**config.mk**
```make
export PLATFORM = sky130hd
export DESIGN_NAME = ssd_display_ctrl_flat
export DESIGN_NICKNAME = d
export VERILOG_FILES = /design/src/rtl/ssd_pkg.sv /design/src/rtl/ssd_display_ctrl_if.sv /design/src/rtl/bin2bcd_seq.sv /design/src/rtl/ssd_display_ctrl.sv /design/src/flat_wrapper.sv
export SDC_FILE = /design/constraint.sdc
export NUM_CORES = 1
export LEC_CHECK = 0
export BUFFER_PORTS_ARGS = -buffer_cell sky130_fd_sc_hd__buf_4
export CAP_MARGIN = 10
export CORE_ASPECT_RATIO = 1.1
export CORE_MARGIN = 2
export CORE_UTILIZATION = 40
export DETAILED_ROUTE_END_ITERATION = 10
export PLACE_DENSITY = 0.63
export SETUP_SLACK_MARGIN = 0.3
export SLEW_MARGIN = 20
export SYNTH_ARGS = -nofsm -noshare
export SYNTH_HDL_FRONTEND = slang
export SYNTH_SLANG_ARGS = --single-unit
```
**constraint.sdc**
```tcl
create_clock -name ClkPort -period 4.7 [get_ports ClkPort]
set_input_delay 0.235 -clock ClkPort [delete_from_list [all_inputs] [get_ports ClkPort]]
set_output_delay 0.235 -clock ClkPort [all_outputs]
set_load 0.05 [all_outputs]
```
**src/rtl/ssd_pkg.sv**
```systemverilog
// Shared types and helpers for the seven-segment display controller.
package ssd_pkg;

    localparam int         BCD_DIGITS = 5;
    localparam logic [7:0] SEG_BLANK  = 8'hFF;

    typedef enum logic [1:0] {IDLE, SHIFT, COMMIT} conv_state_t;

    // Display register: one nibble per digit plus a per-digit blank flag.
    typedef struct packed {
        logic [7:0]      blank;
        logic [7:0][3:0] nib;
    } disp_t;

    // Hex digit to {a,b,c,d,e,f,g}, active-low.
    function automatic logic [6:0] seg_decode(input logic [3:0] nib);
        logic [6:0] s;
        case (nib)
            4'h0: s = 7'b0000001;
            4'h1: s = 7'b1001111;
            4'h2: s = 7'b0010010;
            4'h3: s = 7'b0000110;
            4'h4: s = 7'b1001100;
            4'h5: s = 7'b0100100;
            4'h6: s = 7'b0100000;
            4'h7: s = 7'b0001111;
            4'h8: s = 7'b0000000;
            4'h9: s = 7'b0000100;
            4'hA: s = 7'b0001000;
            4'hB: s = 7'b1100000;
            4'hC: s = 7'b0110001;
            4'hD: s = 7'b1000010;
            4'hE: s = 7'b0110000;
            default: s = 7'b0111000;
        endcase
        return s;
    endfunction

    function automatic disp_t hex_disp(input logic [15:0] v);
        disp_t d;
        d.nib   = {16'h0000, v};
        d.blank = 8'hF0;
        return d;
    endfunction

    function automatic disp_t dec_disp(input logic [4*BCD_DIGITS-1:0] bcd);
        disp_t d;
        d.nib   = {12'h000, bcd};
        d.blank = 8'hE0;
        return d;
    endfunction

endpackage

```
**src/rtl/ssd_display_ctrl_if.sv**
```systemverilog
// Game-side request/status bundle and the pin-level display outputs.
interface ssd_display_ctrl_if;
    logic [15:0] value_in;
    logic        load;
    logic        dec_mode;
    logic        blank_lz;
    logic [7:0]  dp_mask;
    logic        busy;
    logic [7:0]  An;
    logic [7:0]  Seg;

    modport master (output value_in, load, dec_mode, blank_lz, dp_mask,
                    input  busy, An, Seg);
    modport slave  (input  value_in, load, dec_mode, blank_lz, dp_mask,
                    output busy, An, Seg);
endinterface

```
**src/rtl/bin2bcd_seq.sv**
```systemverilog
// Sequential double-dabble: 16 shift cycles after start, then a one-cycle done pulse with bcd valid.
// last flags the final shift cycle so the owner can leave SHIFT in step with the datapath.
module bin2bcd_seq
    import ssd_pkg::*;
(
    input  logic                    ClkPort,
    input  logic                    Reset,
    input  logic                    start,
    input  logic [15:0]             bin_in,
    output logic                    last,
    output logic                    done,
    output logic [4*BCD_DIGITS-1:0] bcd
);
    logic [15:0]             bin_q;
    logic [4*BCD_DIGITS-1:0] bcd_q;
    logic [4*BCD_DIGITS-1:0] bcd_adj;
    logic [3:0]              iter;
    logic                    run;

    always_comb begin
        bcd_adj = bcd_q;
        for (int d = 0; d < BCD_DIGITS; d++) begin
            if (bcd_q[4*d +: 4] >= 4'd5) bcd_adj[4*d +: 4] = bcd_q[4*d +: 4] + 4'd3;
        end
    end

    assign last = run && (iter == 4'd15);
    assign bcd  = bcd_q;

    always_ff @(posedge ClkPort or posedge Reset) begin
        if (Reset) begin
            bin_q <= '0;
            bcd_q <= '0;
            iter  <= '0;
            run   <= 1'b0;
            done  <= 1'b0;
        end else begin
            done <= 1'b0;
            if (start) begin
                bin_q <= bin_in;
                bcd_q <= '0;
                iter  <= '0;
                run   <= 1'b1;
            end else if (run) begin
                {bcd_q, bin_q} <= {bcd_adj[4*BCD_DIGITS-2:0], bin_q, 1'b0};
                iter           <= iter + 4'd1;
                if (iter == 4'd15) begin
                    run  <= 1'b0;
                    done <= 1'b1;
                end
            end
        end
    end

endmodule

```
**src/rtl/ssd_display_ctrl.sv**
```systemverilog
// Seven-segment owner: hex loads land on the load edge, decimal loads after a 17-cycle conversion.
// Loads while busy park in a one-deep pending slot (last wins); anodes are scanned one slot per SCAN_DIV cycles.
module ssd_display_ctrl
    import ssd_pkg::*;
#(
    parameter int SCAN_DIV   = 262144,
    parameter int NUM_DIGITS = 8
) (
    input  logic              ClkPort,
    input  logic              Reset,
    ssd_display_ctrl_if.slave bus
);
    localparam int               PRE_W    = (SCAN_DIV > 1) ? $clog2(SCAN_DIV) : 1;
    localparam logic [PRE_W-1:0] PRE_LAST = PRE_W'(SCAN_DIV - 1);
    localparam logic [2:0]       IDX_LAST = 3'(NUM_DIGITS - 1);

    conv_state_t             state;
    disp_t                   disp;
    logic                    busy_q;
    logic                    pend_vld, pend_dec;
    logic [15:0]             pend_val;
    logic                    req_vld, req_dec;
    logic [15:0]             req_val;
    logic                    cvt_start, cvt_last, cvt_done;
    logic [4*BCD_DIGITS-1:0] cvt_bcd;
    logic [PRE_W-1:0]        pre;
    logic [2:0]              idx;
    logic [7:0]              an_q, seg_q, an_nxt, seg_nxt;
    logic [31:0]             nib_flat;
    logic [3:0]              dig_nib;
    logic                    lz_hit, dig_blank;

    // A live load always takes priority over what is parked in the pending slot.
    assign req_vld   = bus.load | pend_vld;
    assign req_dec   = bus.load ? bus.dec_mode : pend_dec;
    assign req_val   = bus.load ? bus.value_in : pend_val;
    assign cvt_start = req_vld && req_dec && ((state == IDLE) || (state == COMMIT));

    bin2bcd_seq u_bcd (
        .ClkPort (ClkPort),
        .Reset   (Reset),
        .start   (cvt_start),
        .bin_in  (req_val),
        .last    (cvt_last),
        .done    (cvt_done),
        .bcd     (cvt_bcd)
    );

    always_ff @(posedge ClkPort or posedge Reset) begin
        if (Reset) begin
            state    <= IDLE;
            busy_q   <= 1'b0;
            pend_vld <= 1'b0;
            pend_dec <= 1'b0;
            pend_val <= '0;
            disp     <= '0;
        end else begin
            case (state)
                IDLE: begin
                    if (req_vld) begin
                        pend_vld <= 1'b0;
                        if (req_dec) begin
                            state  <= SHIFT;
                            busy_q <= 1'b1;
                        end else begin
                            disp <= hex_disp(req_val);
                        end
                    end
                end
                SHIFT: begin
                    if (bus.load) begin
                        pend_vld <= 1'b1;
                        pend_dec <= bus.dec_mode;
                        pend_val <= bus.value_in;
                    end
                    if (cvt_last) state <= COMMIT;
                end
                COMMIT: begin
                    if (cvt_done) disp <= dec_disp(cvt_bcd);
                    if (cvt_start) begin
                        state    <= SHIFT;
                        pend_vld <= 1'b0;
                    end else begin
                        // A hex request waiting here is applied from IDLE on the next edge.
                        state  <= IDLE;
                        busy_q <= 1'b0;
                        if (bus.load) begin
                            pend_vld <= 1'b1;
                            pend_dec <= bus.dec_mode;
                            pend_val <= bus.value_in;
                        end
                    end
                end
                default: begin
                    state  <= IDLE;
                    busy_q <= 1'b0;
                end
            endcase
        end
    end

    assign nib_flat  = disp.nib;
    assign dig_nib   = disp.nib[idx];
    assign lz_hit    = bus.blank_lz && (idx != 3'd0) && ((nib_flat >> {idx, 2'b00}) == 32'd0);
    assign dig_blank = disp.blank[idx] | lz_hit;
    assign seg_nxt   = dig_blank ? SEG_BLANK : {seg_decode(dig_nib), ~bus.dp_mask[idx]};
    assign an_nxt    = ~(8'b0000_0001 << idx);

    always_ff @(posedge ClkPort or posedge Reset) begin
        if (Reset) begin
            pre   <= '0;
            idx   <= '0;
            an_q  <= 8'hFE;
            seg_q <= 8'b0000_0011;
        end else begin
            an_q  <= an_nxt;
            seg_q <= seg_nxt;
            if (pre == PRE_LAST) begin
                pre <= '0;
                idx <= (idx == IDX_LAST) ? 3'd0 : idx + 3'd1;
            end else begin
                pre <= pre + 1'b1;
            end
        end
    end

    assign bus.busy = busy_q;
    assign bus.An   = an_q;
    assign bus.Seg  = seg_q;

endmodule

```
**src/flat_wrapper.sv**
```systemverilog
// flat-port wrapper written by rule: the top's interface ports become plain ports
module ssd_display_ctrl_flat import ssd_pkg::*;
#(
    parameter int SCAN_DIV   = 262144,
    parameter int NUM_DIGITS = 8
)
  (ClkPort, Reset, bus_value_in, bus_load, bus_dec_mode, bus_blank_lz, bus_dp_mask, bus_busy, bus_An, bus_Seg);
  ssd_display_ctrl_if bus_i ();
  input  logic ClkPort;
  input  logic Reset;
  input wire logic [$bits(bus_i.value_in)-1:0] bus_value_in;
  input wire logic [$bits(bus_i.load)-1:0] bus_load;
  input wire logic [$bits(bus_i.dec_mode)-1:0] bus_dec_mode;
  input wire logic [$bits(bus_i.blank_lz)-1:0] bus_blank_lz;
  input wire logic [$bits(bus_i.dp_mask)-1:0] bus_dp_mask;
  output wire logic [$bits(bus_i.busy)-1:0] bus_busy;
  output wire logic [$bits(bus_i.An)-1:0] bus_An;
  output wire logic [$bits(bus_i.Seg)-1:0] bus_Seg;
  assign bus_i.value_in = bus_value_in;
  assign bus_i.load = bus_load;
  assign bus_i.dec_mode = bus_dec_mode;
  assign bus_i.blank_lz = bus_blank_lz;
  assign bus_i.dp_mask = bus_dp_mask;
  assign bus_busy = bus_i.busy;
  assign bus_An = bus_i.An;
  assign bus_Seg = bus_i.Seg;
  ssd_display_ctrl #(.SCAN_DIV(SCAN_DIV), .NUM_DIGITS(NUM_DIGITS)) u_core (.ClkPort(ClkPort), .Reset(Reset), .bus(bus_i));
endmodule
```
; Word-level counts from Yosys, hierarchy flattened
; Memories as Yosys holds them, arrays and structs flattened.
; Index checks and enable logic that the tools add are counted.
; Widths: inputs -> output; s select.
[totals]
reg_bits = 140
romBits = 112
latch_bits = 0
out_inout_bits = 17
inputBits = 29
elab_cells = 123
n_memories = 1
ramBits = 0
[memory_table]
columns = name, depth, width, read_ports, rd_clocked_by_memory_dff, write_ports, line
row1 = (no name shown), 16, 7, 1, 0, 0, ssd_pkg.sv:18  ; case (nib)
[op_classes]
addsub = 8
bitwise_logic = 5
div = 0
n_reduce_logical = 18
n_lt_le_gt_ge = 6
mux = 49
eq_ne = 11
mul = 0
n_shift = 2
[op_table]
columns = op, count
row1 = $mux 40, 3
row2 = $pmux 40 s2, 1
row3 = $mux 16, 4
row4 = $mux 20, 2
row5 = $logic_not 32->1, 1
row6 = $pmux 16 s2, 1
row7 = $shr 32x5->32, 1
row8 = $mux 4, 7
row9 = $ge 4x3->1 const B, 5
row10 = $add 18x1->18 const B, 1
row11 = $eq 18x18->1 const B, 1
row12 = $mux 18, 1
row13 = $mux 1, 17
row14 = $add 4x2->4 const B, 4
row15 = $bmux 4 s3, 1
row16 = $mux 8, 1
row17 = $not 8->8, 1
row18 = $reduce_and 4->1, 2
row19 = $shl 1x3->8 const A, 1
row20 = $bmux 1 s3, 2
row21 = $mux 2, 3
row22 = $mux 3, 2
row23 = $ne 2x1->1 const B, 3
row24 = $ne 2x2->1 const B, 3
row25 = 20 further kinds, 31

; Logic depth before layout (Yosys ltp)
; Gate-level depths: netlist of the first run.
[depth]
ltp_word = 5
mapped_depth = 10
ltp_nobuf = 8

; Modules after synthesis
; From an unflattened synthesis of the first run, not the netlist that was laid out.
[unflattened]
cells_unflattened = 654
area_unflattened_um2 = 6354.8
[by_module_without_submodules]
columns = module, area_per_inst_um2, instances, cells_per_inst, seq_area_each_um2
row1 = ssd_display_ctrl, 4130.2, 1, 427, 2013.2
row2 = bin2bcd_seq, 2224.6, 1, 227, 1051.0

; Least setup slack after synthesis of the first run
; No wires, ideal clock.
[synth_timing]
kind = register -> register
startpoint = reg u_core.idx[0]
endpoint = reg u_core.seg_q[4] (netlist: u_core.bus.Seg[4])
t_required_ps = 4566
n_path_buf = 1
setup_time_ps = 134
t_arrival_ps = 2478
setup_slack_ps = 2088
stages_incl_launch_ff = 8
synth_period_minus_slack_ps = 2612
cell_sequence = dfrtp_1 > buf_6 > mux2_4 > a222oi_1 > inv_1 > ha_1 > mux4_2 > o21bai_1
[synth_via]
elab_chain_len = 5
word_cells_on_any_way = 12
cone_classes = shift: 1 / mux: 5 / bitwise: 1 / reduce/logical: 4 / memory: 1
[synth_lines]
columns = item, line
row1 = "start, declared", ssd_display_ctrl.sv:27  ; logic [2:0] idx;
row2 = "start signal, assigned", ssd_display_ctrl.sv:120  ; idx <= (idx == IDX_LAST) ? 3'd0 : idx + 3'd1;
row3 = $shr 32x5->32 or $reduce_bool 3->1 (tied branches), ssd_display_ctrl.sv:104  ; assign lz_hit = bus.blank_lz && (idx != 3'd0) && ((nib_flat >> {idx, 2'b00}) == 32'd0);
row4 = $logic_not 32->1 or $logic_and 1x1->1 (tied branches), ssd_display_ctrl.sv:104
row5 = $logic_and 1x1->1, ssd_display_ctrl.sv:104
row6 = $or 1x1->1, ssd_display_ctrl.sv:105  ; assign dig_blank = disp.blank[idx] | lz_hit;
row7 = $mux 8 (*), ssd_display_ctrl.sv:106  ; assign seg_nxt = dig_blank ? SEG_BLANK : {seg_decode(dig_nib), ~bus.dp_mask[idx]};
row8 = named net u_core.seg_nxt[4], ssd_display_ctrl.sv:28  ; logic [7:0] an_q, seg_q, an_nxt, seg_nxt;
row9 = "end signal, assigned", ssd_display_ctrl.sv:117  ; seg_q <= seg_nxt;
row10 = "end, declared", ssd_display_ctrl.sv:28
; Mark *: on every way through the listed nets, which the timed path passes. The rest lies on a longest branch. The select of a mux whose other input is x is not followed.
; A chain may end at the register's enable or synchronous reset.

; Final worst setup path of the first run
; Ends and elaborated chain as after synthesis.

==> results.json, run 1 <==
{
  "slew_violations": 0,
  "holdWs_ns": 0.0660,
  "yosys_warnings": 0,
  "clock_path_buffers": 2,
  "die_h_um": 136,
  "root_buffer": "clkbuf_16",
  "clock_skew_ns": 0.0151,
  "drcViolationCount": 0,
  "hold_path.class": "in2async",
  "via_per_inst": 5.31,
  "holdBufCountCts": 0,
  "overflow": 0,
  "max_slew.worst_pin.slew_ns": 1.00,
  "grt_pass1_vias": 4732,
  "power_density_nw_per_um2": 609,
  "leakagePower_nw": 3.44,
  "drtIter0Drc": 302,
  "clk_latency_ns": 0.41,
  "cts_tree": "done",
  "cp.arrival_ns": 3.73,
  "area.growth.synth_to_final_pct": 17.5,
  "ant_nets": 0,
  "cts_buffers": 17,
  "cp_max_fo": 28,
  "avgRoutedWirePerCell_um": 14.9,
  "drt-total-wl_mm": 13.3,
  "ys_async_sr_fraction_pct": 100,
  "drive_above_1_share_pct": 16.5,
  "syn_nets": 701,
  "grt_max_degree": 79,
  "yosys_register_bits": 122,
  "antenna_cells": 0,
  "port_buffers": 45,
  "fmax_ghz": 0.289,
  "synth.distinct_cells": 50,
  "track_usage_pct": 16.7,
  "fin_crit_sh_pct": 73.5,
  "cp.required_ns": 4.97,
  "netlist_instances": 644,
  "rsz0062_at_grt": "false",
  "die_area_um2": 17000,
  "finalSetupTns_ns": 0,
  "finalHoldViolCount": 0,
  "grt_antenna_before_repair": 0,
  "critPathLaunchType": "flip-flop",
  "period_needed_ns": 3.46,
  "synth_ff_type": "dfrtp_1",
  "fin_nets": 737,
  "status": "finished, final reports clean",
  "syn_area_um2": 6370,
  "clock-sinks": 122,
  "first_pass_iters": 4,
  "relSlewSlack_pct": 33.0,
  "htreeDepth": 4,
  "row_count": 48,
  "hpwlAfterDp_mm": 9.17,
  "fill_cells": 1453,
  "die_w_um": 124,
  "cap_violations": 0,
  "dr_total_vias": 4733,
  "setup_viol": 0,
  "start_util_pct": 40.8,
  "gp_congestion": 0.833,
  "synth_enable_flop_cells": 0,
  "syn_area_per_cell_um2": 9.89,
  "coreArea_um2": 15600,
  "vdd_drop_max_uv": 278,
  "grt_pass1_wl_mm": 22.9,
  "clk_pin_slew_worst_paths_ns": 0.05,
  "yosysSeqAreaShare_pct": 48.1,
  "cts_resized": 0,
  "crit_type": "reg2reg",
  "io_pins": 46,
  "cts_setup_buffers": 0,
  "cp-end-kind": "flip-flop"
}
## per-layer routing
| metal | share of wire, % | track usage, % | vias to the layer above |
|---|---|---|---|
| met4 | 2.4 | 6.80 | 0 |
| met5 | 0 | 0 | - |
| met2 | 50 | 28.1 | 85 |
| met3 | 3.0 | 4.64 | 23 |
| li1 | - | - | 2324 |
| met1 | 45 | 20.4 | 2301 |
## sequential cells by signal, indices dropped and copies added (netlist names)
name	count
u_core.disp	22
u_core.u_bcd.bcd	20
u_core.pre	18
u_core.pend_val	16
u_core.u_bcd.bin_q	16
u_core.bus.An	8
u_core.bus.Seg	8
u_core.u_bcd.iter	4
u_core.idx	3
u_core.state	2
u_core.bus.busy	1
u_core.pend_dec	1
u_core.pend_vld	1
u_core.u_bcd.done	1
u_core.u_bcd.run	1
## Yosys cell counts (9+ instances only)
| master | count | area, um2 |
|---|---|---|
| dfstp_2 | 9 | 236 |
| ha_1 | 28 | 350 |
| mux2i_1 | 38 | 380 |
| a211oi_1 | 22 | 165 |
| o21ai_0 | 54 | 270 |
| inv_1 | 27 | 101 |
| nand2_1 | 64 | 240 |
| nor2_1 | 57 | 214 |
| nor2b_1 | 18 | 113 |
| xor2_1 | 10 | 87.6 |
| clkbuf_1 | 22 | 82.6 |
| a21oi_1 | 54 | 270 |
| nand3_1 | 10 | 50.1 |
| dfrtp_1 | 113 | 2830 |
| nand2b_1 | 9 | 56.3 |
| xnor2_1 | 13 | 114 |
| mux2_2 | 11 | 124 |
## through the flow
| step | util (%) | instances | worst slack [ns] | area [um2] | power (mW) |
|---|---|---|---|---|---|
| finish | 48.0 | 892 | 1.24 | 7490 | 4.56 |
| floorplan | - | 644 | 1.24 | 6370 | 2.84 |
| CTS | 47.9 | 892 | 1.23 | 7480 | 4.59 |
| global placement | 44.0 | 861 | 1.46 | 6870 | 3.13 |
| global route | 48.0 | 892 | 1.01 | 7490 | 4.90 |
| detailed placement | 44.0 | 861 | 1.22 | 6870 | 3.23 |
## power breakdown
group          switching [mW]  leakage [nW]  internal, mW  total, mW
sequential              0.253          1.52          1.39       1.64
combinational           0.915          1.61         0.661       1.58
clock                   0.441         0.309         0.896       1.34
total                    1.61          3.44          2.95       4.56
## placed cells by master (no fill, tap or decap), types with 17 or more instances in the layout
| cell type | instances |
|---|---|
| a211oi_1 | 22 |
| a21oi_1 | 54 |
| buf_4 | 51 |
| clkbuf_16 | 17 |
| dfrtp_1 | 112 |
| ha_1 | 28 |
| inv_1 | 26 |
| mux2i_1 | 38 |
| nand2_1 | 64 |
| nor2_1 | 56 |
| nor2b_1 | 18 |
| o21ai_0 | 53 |
## worst paths after layout
check | start | endpoint | slack (ns) | cells after the start
setup / recovery | u_core.idx[0] | u_core.bus.Seg[4] | 1.24 | 6
hold / removal | Reset | u_core.bus.busy | 0.07 | 2
setup reg to reg | u_core.idx[0] | u_core.bus.Seg[4] | 1.24 | 6
hold reg to reg | u_core.pre[12] | u_core.pre[12] | 0.47 | 1
max in group asynchronous | Reset | u_core.pre[7] | 3.50 | 3
min in group ClkPort | bus_dec_mode | u_core.pend_dec | 0.07 | 2
## final cells by class
| class | count | area, um2 | area share, % |
|---|---|---|---|
| multi-input combinational | 461 | 3070 | 41.0 |
| tap | 200 | 250 | 3.34 |
| sequential | 122 | 3070 | 40.9 |
| clock inverter | 8 | 115 | 1.54 |
| clock buffer | 23 | 498 | 6.65 |
| timing repair buffer | 51 | 383 | 5.11 |
| inverter | 27 | 104 | 1.39 |
## cell families after synthesis
| group | share of synthesized area, % |
|---|---|
| mux | 9.56 |
| buf+inv | 4.04 |
| simple gates | 14.4 |
| compound gates | 15.2 |
| flops | 48.1 |
| fa+ha+maj | 5.50 |
| xor+xnor | 3.16 |
## critical path: stages (launching register included)
cell	delay, ns
dfrtp_1	0.96
mux2_2	0.41
a222oi_1	0.78
inv_1	0.20
ha_1	0.32
mux4_2	0.48
o21bai_1	0.16
Note: power is estimated with default switching activity, not from simulation.
==> run 2: changes to the inputs <==
==> constraint.sdc (replaced) <==
create_clock -name ClkPort -period 3.5 [get_ports ClkPort]
set_input_delay 0.175 -clock ClkPort [delete_from_list [all_inputs] [get_ports ClkPort]]
set_output_delay 0.175 -clock ClkPort [all_outputs]
set_load 0.05 [all_outputs]
==> results.json, run 2 (synthesis results as in run 1) <==
{
  "status": "finished, final reports clean",
  "cp.arrival_ns": 3.02,
  "period_needed_ns": 2.75,
  "ant_nets": 0,
  "drt-total-wl_mm": 13.2,
  "cts_tree": "done",
  "power_density_nw_per_um2": 804,
  "layout.cells.non_filler": 897,
  "cp-end-kind": "flip-flop",
  "clock_path_buffers": 2,
  "grt_antenna_before_repair": 0,
  "clk_pin_slew_worst_paths_ns": 0.05,
  "gp_congestion": 0.813,
  "overflow": 0,
  "grt_pass1_wl_mm": 23.4,
  "clock-sinks": 122,
  "slowest_delay_ns": 0.57,
  "vdd_drop_max_uv": 348,
  "leakagePower_nw": 3.43,
  "fill_cells": 1460,
  "cts_buffers": 17,
  "cp_max_fo": 10,
  "dp_slack_ns": 0.762,
  "avgRoutedWirePerCell_um": 14.7,
  "finalSetupTns_ns": 0,
  "clock_skew_ns": 0.00804,
  "slew_violations": 0,
  "cp_num_buf_inv": 1,
  "grt_max_degree": 123,
  "regMostFlops": "u_core.disp",
  "path_delay_family": "multiplexers",
  "root_buffer": "clkbuf_16",
  "setup_viol": 0,
  "largest_reg_flops": 22,
  "hold_path.class": "in2reg",
  "p_total_mw": 6.03,
  "cap_violations": 0,
  "fmax_ghz": 0.364,
  "crit_path_cell_trace": "mux4_2 -> a22oi_1 -> inv_1 -> ha_1 -> mux4_2 -> o21bai_1",
  "die_h_um": 136,
  "max_slew.worst_pin.slew_ns": 0.861,
  "cpMaxStageDelayCell": "dfrtp_1",
  "finalHoldViolCount": 0,
  "dp_cells": 863,
  "drtIter0Drc": 256,
  "cp_common_cell": "mux4_2",
  "worst_slack_ns": 0.751,
  "port_buffers": 45,
  "row_count": 48,
  "htreeDepth": 4,
  "grt_pass1_vias": 4834,
  "relSlewSlack_pct": 42.4,
  "crit_type": "reg2reg",
  "die_area_um2": 17000,
  "via_per_inst": 5.30,
  "fin_crit_sh_pct": 78.5,
  "clk_latency_ns": 0.42,
  "layout_common_cells": "dfrtp_1, nand2_1, nor2_1, a21oi_1, o21ai_0",
  "drcViolationCount": 0,
  "critPathLaunchType": "flip-flop",
  "fin_nets": 741,
  "hpwlAfterDp_mm": 8.87,
  "antenna_cells": 0,
  "die_w_um": 124,
  "layout_commonest_cell": "dfrtp_1",
  "track_usage_pct": 17.0,
  "first_pass_iters": 4,
  "dr_total_vias": 4751,
  "area.growth.synth_to_final_pct": 17.7,
  "rsz0062_at_grt": "false",
  "io_pins": 46,
  "holdWs_ns": 0.126,
  "drive_above_1_share_pct": 16.4,
  "cp.required_ns": 3.77,
  "start_util_pct": 40.8,
  "coreArea_um2": 15600
}
-- run 2: cell types whose count changed in the layout (fill, tap and decap cells not counted), sizes merged --
| cell | delta |
|---|---|
| clkbuf | +1 |
| inv | -1 |
| bufinv | -1 |
| clkinvlp | +2 |
| buf | +2 |
| dlygate4sd3 | +2 |
-- run 2: layer usage --
layer | vias up | share of wire (%) | global-route usage [%]
li1 | 2343 | - | -
met1 | 2290 | 45 | 21.3
met2 | 91 | 49 | 27.9
met3 | 27 | 3.7 | 4.13
met4 | 0 | 2.3 | 8.05
met5 | - | 0 | 0
-- run 2: area by class of cell --
type | count | area (um2) | area share, %
repair buffers | 55 | 430 | 5.74
well taps | 200 | 250 | 3.34
flip-flops and latches | 122 | 3070 | 40.9
clock buffers | 24 | 482 | 6.42
clock inverters | 8 | 92.6 | 1.23
multi-input cells | 461 | 3070 | 41.0
inverters | 27 | 105 | 1.40
-- run 2: worst register-to-register path, cell delays in order (launching register included) --
cell      delay (ns)
dfrtp_1         0.57
mux4_2          0.56
a22oi_1         0.43
inv_1           0.17
ha_1            0.25
mux4_2          0.45
o21bai_1        0.17
-- run 2: stage by stage --
stage	util (%)	area [um2]
2_1_floorplan	-	6380
3_3_place_gp	44.2	6900
3_5_place_dp	44.2	6900
4_1_cts	48.0	7490
5_1_grt	48.0	7500
6_report	48.0	7500
-- run 2: power breakdown --
| group | total [mW] | switching [mW] | internal [mW] |
|---|---|---|---|
| clock | 1.70 | 0.604 | 1.10 |
| sequential | 2.21 | 0.338 | 1.87 |
| combinational | 2.12 | 1.23 | 0.897 |
| total | 6.03 | 2.17 | 3.86 |
-- run 2: timing repair --
action                                 CTS  global route
resized for setup                        0             0
setup buffers                            0             0
hold buffers                             2             0
endpoints found under the hold margin   68             0
-- run 2: path summary, 6_finish.rpt --
kind	start	to	slack, ns	depth (start not counted)
max reg2reg	u_core.idx[0]	u_core.bus.Seg[4]	0.75	6
min	bus_value_in[4]	u_core.u_bcd.bin_q[4]	0.13	3
min reg2reg	u_core.pre[10]	u_core.pre[10]	0.46	1
min in group asynchronous	Reset	u_core.u_bcd.iter[3]	0.51	4
max	u_core.idx[0]	u_core.bus.Seg[4]	0.75	6
max in group asynchronous	Reset	u_core.pre[10]	2.51	4
==> run 3: changes to the inputs <==
--- a/config.mk
+++ b/config.mk
@@ -5,6 +5,7 @@
 export SDC_FILE = /design/constraint.sdc
 export NUM_CORES = 1
 export LEC_CHECK = 0
+export ABC_AREA = 1
 export BUFFER_PORTS_ARGS = -buffer_cell sky130_fd_sc_hd__buf_4
 export CAP_MARGIN = 10
 export CORE_ASPECT_RATIO = 1.1
==> constraint.sdc (replaced) <==
create_clock -name ClkPort -period 2.75 [get_ports ClkPort]
set_input_delay 0.1375 -clock ClkPort [delete_from_list [all_inputs] [get_ports ClkPort]]
set_output_delay 0.1375 -clock ClkPort [all_outputs]
set_load 0.05 [all_outputs]
==> results.json, run 3 <==
{
  "hold_start": "bus_dp_mask[4]",
  "synth_ff_type": "dfrtp_1",
  "clockPowerShare_pct": 24.2,
  "clock-sinks": 122,
  "r2r_cells": 12,
  "slowest_delay_ns": 0.52,
  "crit_path_cell_trace": "nor2_4 -> inv_1 -> o21ai_0 -> nand2_1 -> ha_1 -> inv_1 -> nand3_1 -> nand2_1 -> nand2_1 -> nand2_1 -> inv_1 -> nand3_1",
  "grt_pass1_vias": 5148,
  "rsz0062_at_grt": "false",
  "syn_area_um2": 6520,
  "yosys_warnings": 0,
  "period_needed_ns": 2.21,
  "cpMaxStageDelayCell": "dfrtp_2",
  "ys_async_sr_fraction_pct": 100,
  "setup_viol": 0,
  "clock_path_buffers": 2,
  "relSlewSlack_pct": 49.2,
  "syn_area_per_cell_um2": 8.06,
  "synth_most_common_cell": "nand2_1",
  "drtIter0Drc": 379,
  "yosysSeqAreaShare_pct": 47.0,
  "r2r_end": "u_core.bus.Seg[4]",
  "clk_pin_slew_worst_paths_ns": 0.05,
  "cp-end-kind": "flip-flop",
  "fin_nets": 918,
  "leakagePower_nw": 3.74,
  "fill_cells": 1517,
  "cp_common_cell": "nand2_1",
  "via_per_inst": 5.00,
  "gp_congestion": 0.852,
  "netlist_instances": 809,
  "fin_crit_sh_pct": 80.2,
  "first_pass_iters": 7,
  "fmax_ghz": 0.453,
  "min_path_cells": 4,
  "drive_above_1_share_pct": 14.4,
  "die_w_um": 126,
  "avgRoutedWirePerCell_um": 13.9,
  "grt_antenna_before_repair": 0,
  "p_sw_mw": 3.50,
  "cp.required_ns": 3.03,
  "regMostFlops": "u_core.disp",
  "io_pins": 46,
  "finalHoldViolCount": 0,
  "synth_enable_flop_cells": 0,
  "grt_pass1_wl_mm": 25.0,
  "antenna_cells": 0,
  "worst_slack_ns": 0.544,
  "clk_latency_ns": 0.43,
  "min_to": "u_core.bus.Seg[0]",
  "swShare_pct": 41.9,
  "r2r_start": "u_core.idx[1]",
  "port_buffers": 45,
  "synth.distinct_cells": 38,
  "htreeDepth": 4,
  "drcViolationCount": 0,
  "yosys_register_bits": 122,
  "root_buffer": "clkbuf_16",
  "hold_path.class": "in2reg",
  "start_util_pct": 41.3,
  "r2r_slack_ns": 0.54,
  "die_h_um": 138,
  "seqPwrFrac_pct": 34.1,
  "status": "finished, final reports clean",
  "cp.arrival_ns": 2.49,
  "synth_top_area_share_pct": 43.4,
  "dr_total_vias": 5368,
  "slew_violations": 0,
  "power_density_nw_per_um2": 1100,
  "layout_common_cells": "nand2_1, dfrtp_1, inv_1, o21ai_0",
  "clock_skew_ns": 0.0114,
  "vdd_drop_max_uv": 512,
  "hpwlAfterDp_mm": 10.4,
  "ant_nets": 0,
  "die_area_um2": 17300,
  "grt_max_degree": 74,
  "syn_nets": 866,
  "drt-total-wl_mm": 14.9,
  "coreArea_um2": 15800,
  "synth.area.top_cells": "dfrtp_1, nand2_1, ha_1",
  "netlist_top_cells_count": "nand2_1, dfrtp_1, inv_1, o21ai_0, nand3_1",
  "intPower_mw": 4.86,
  "crit_type": "reg2reg",
  "cp_max_fo": 15,
  "track_usage_pct": 18.1,
  "layout_commonest_cell": "nand2_1",
  "cap_violations": 0,
  "finalSetupTns_ns": 0,
  "area.growth.synth_to_final_pct": 17.0,
  "overflow": 0,
  "largest_reg_flops": 22,
  "combPwrFrac_pct": 41.7,
  "cts_buffers": 17,
  "critPathLaunchType": "flip-flop",
  "dp_slack_ns": 0.344,
  "row_count": 48,
  "max_slew.worst_pin.slew_ns": 0.761,
  "synth_top_cell_by_area": "dfrtp_1",
  "cts_tree": "done"
}
==> run 3: changes by cell type in the layout (fill, tap and decap cells not counted), sizes merged, moves of 13 or more <==
cell	change
a211oi	-22
a21oi	-41
inv	+70
mux2i	-38
nand2	+170
nand3	+51
nor2b	-18
o21ai	+20
o22ai	+13
==> run 3: cells by family after synthesis <==
kind of cell	share of synthesized area [%]
xor+xnor	2.96
buf+inv	8.08
simple gates	24.1
compound gates	12.5
flops	47.0
fa+ha+maj	5.37
==> run 3: area by class of cell <==
class                           instances  area (um2)  share of cell area [%]
Timing Repair Buffer                   61         473                    6.20
Inverter                               98         375                    4.92
Tap cell                              200         250                    3.28
Sequential cell                       122        3070                    40.2
Clock inverter                          9        75.1                   0.984
Multi-Input combinational cell        561        2930                    38.5
Clock buffer                           22         454                    5.95
==> run 3: what timing repair did <==
action,4_1_cts,5_1_grt
hold buffers,1,0
endpoints found under the setup margin,0,17
setup buffers,0,8
gates resized for setup,0,3
hold endpoints to repair,24,0
==> run 3: worst max-delay path: cells and delay by family (launching register included) <==
kind	cells	cell delay, ns
AND/OR/NAND/NOR	7	0.74
flip-flops	1	0.52
adder cells (fa/ha/maj)	1	0.34
buffers and inverters	3	0.26
AO/OA/AOI/OAI	1	0.20
==> run 3: stage by stage <==
| stage | utilization [%] | power (mW) | hold WS, ns | std cells | cell area [um2] |
|---|---|---|---|---|---|
| after floorplan | - | 5.48 | 0.369 | 809 | 6520 |
| after CTS | 47.8 | 8.40 | 0.0703 | 1065 | 7560 |
| final | 48.3 | 8.36 | 0.0676 | 1073 | 7630 |
| after global routing | 48.3 | 9.09 | 0.0858 | 1073 | 7630 |
| after detailed placement | 44.4 | 6.33 | 0.323 | 1033 | 7020 |
| after global placement | 44.4 | 6.30 | 0.315 | 1033 | 7020 |
==> run 3: metal layers <==
metal / part of all wire, % / GRT usage, % / vias up / wire [um]
li1: - / - / 2734 / -
met4: 1.2 / 6.35 / 0 / 182
met2: 47 / 28.8 / 100 / 7030
met3: 4.4 / 4.44 / 13 / 650
met1: 47 / 24.3 / 2521 / 7010
met5: 0 / 0 / - / 0
==> run 3: power groups by stage <==
stage          clock network [mW]  registers, mW  logic, mW
2_1_floorplan                   0           2.90       2.58
3_3_place_gp                    0           2.87       3.43
5_1_grt                      2.15           2.93       4.01
4_1_cts                      2.07           2.85       3.49
3_5_place_dp                    0           2.87       3.47
6_report                     2.02           2.85       3.49
==> run 3: worst max path at each step <==
stage	start	endpoint	slack [ns]
after detailed placement	u_core.state[0]	u_core.u_bcd.iter[1]	0.34
after global placement	u_core.state[0]	u_core.u_bcd.iter[1]	0.39
final	u_core.idx[1]	u_core.bus.Seg[4]	0.54
after CTS	u_core.state[0]	u_core.u_bcd.iter[1]	0.33
after global routing	u_core.idx[1]	u_core.bus.Seg[4]	0.35
after floorplan	u_core.idx[0]	u_core.bus.Seg[4]	0.86
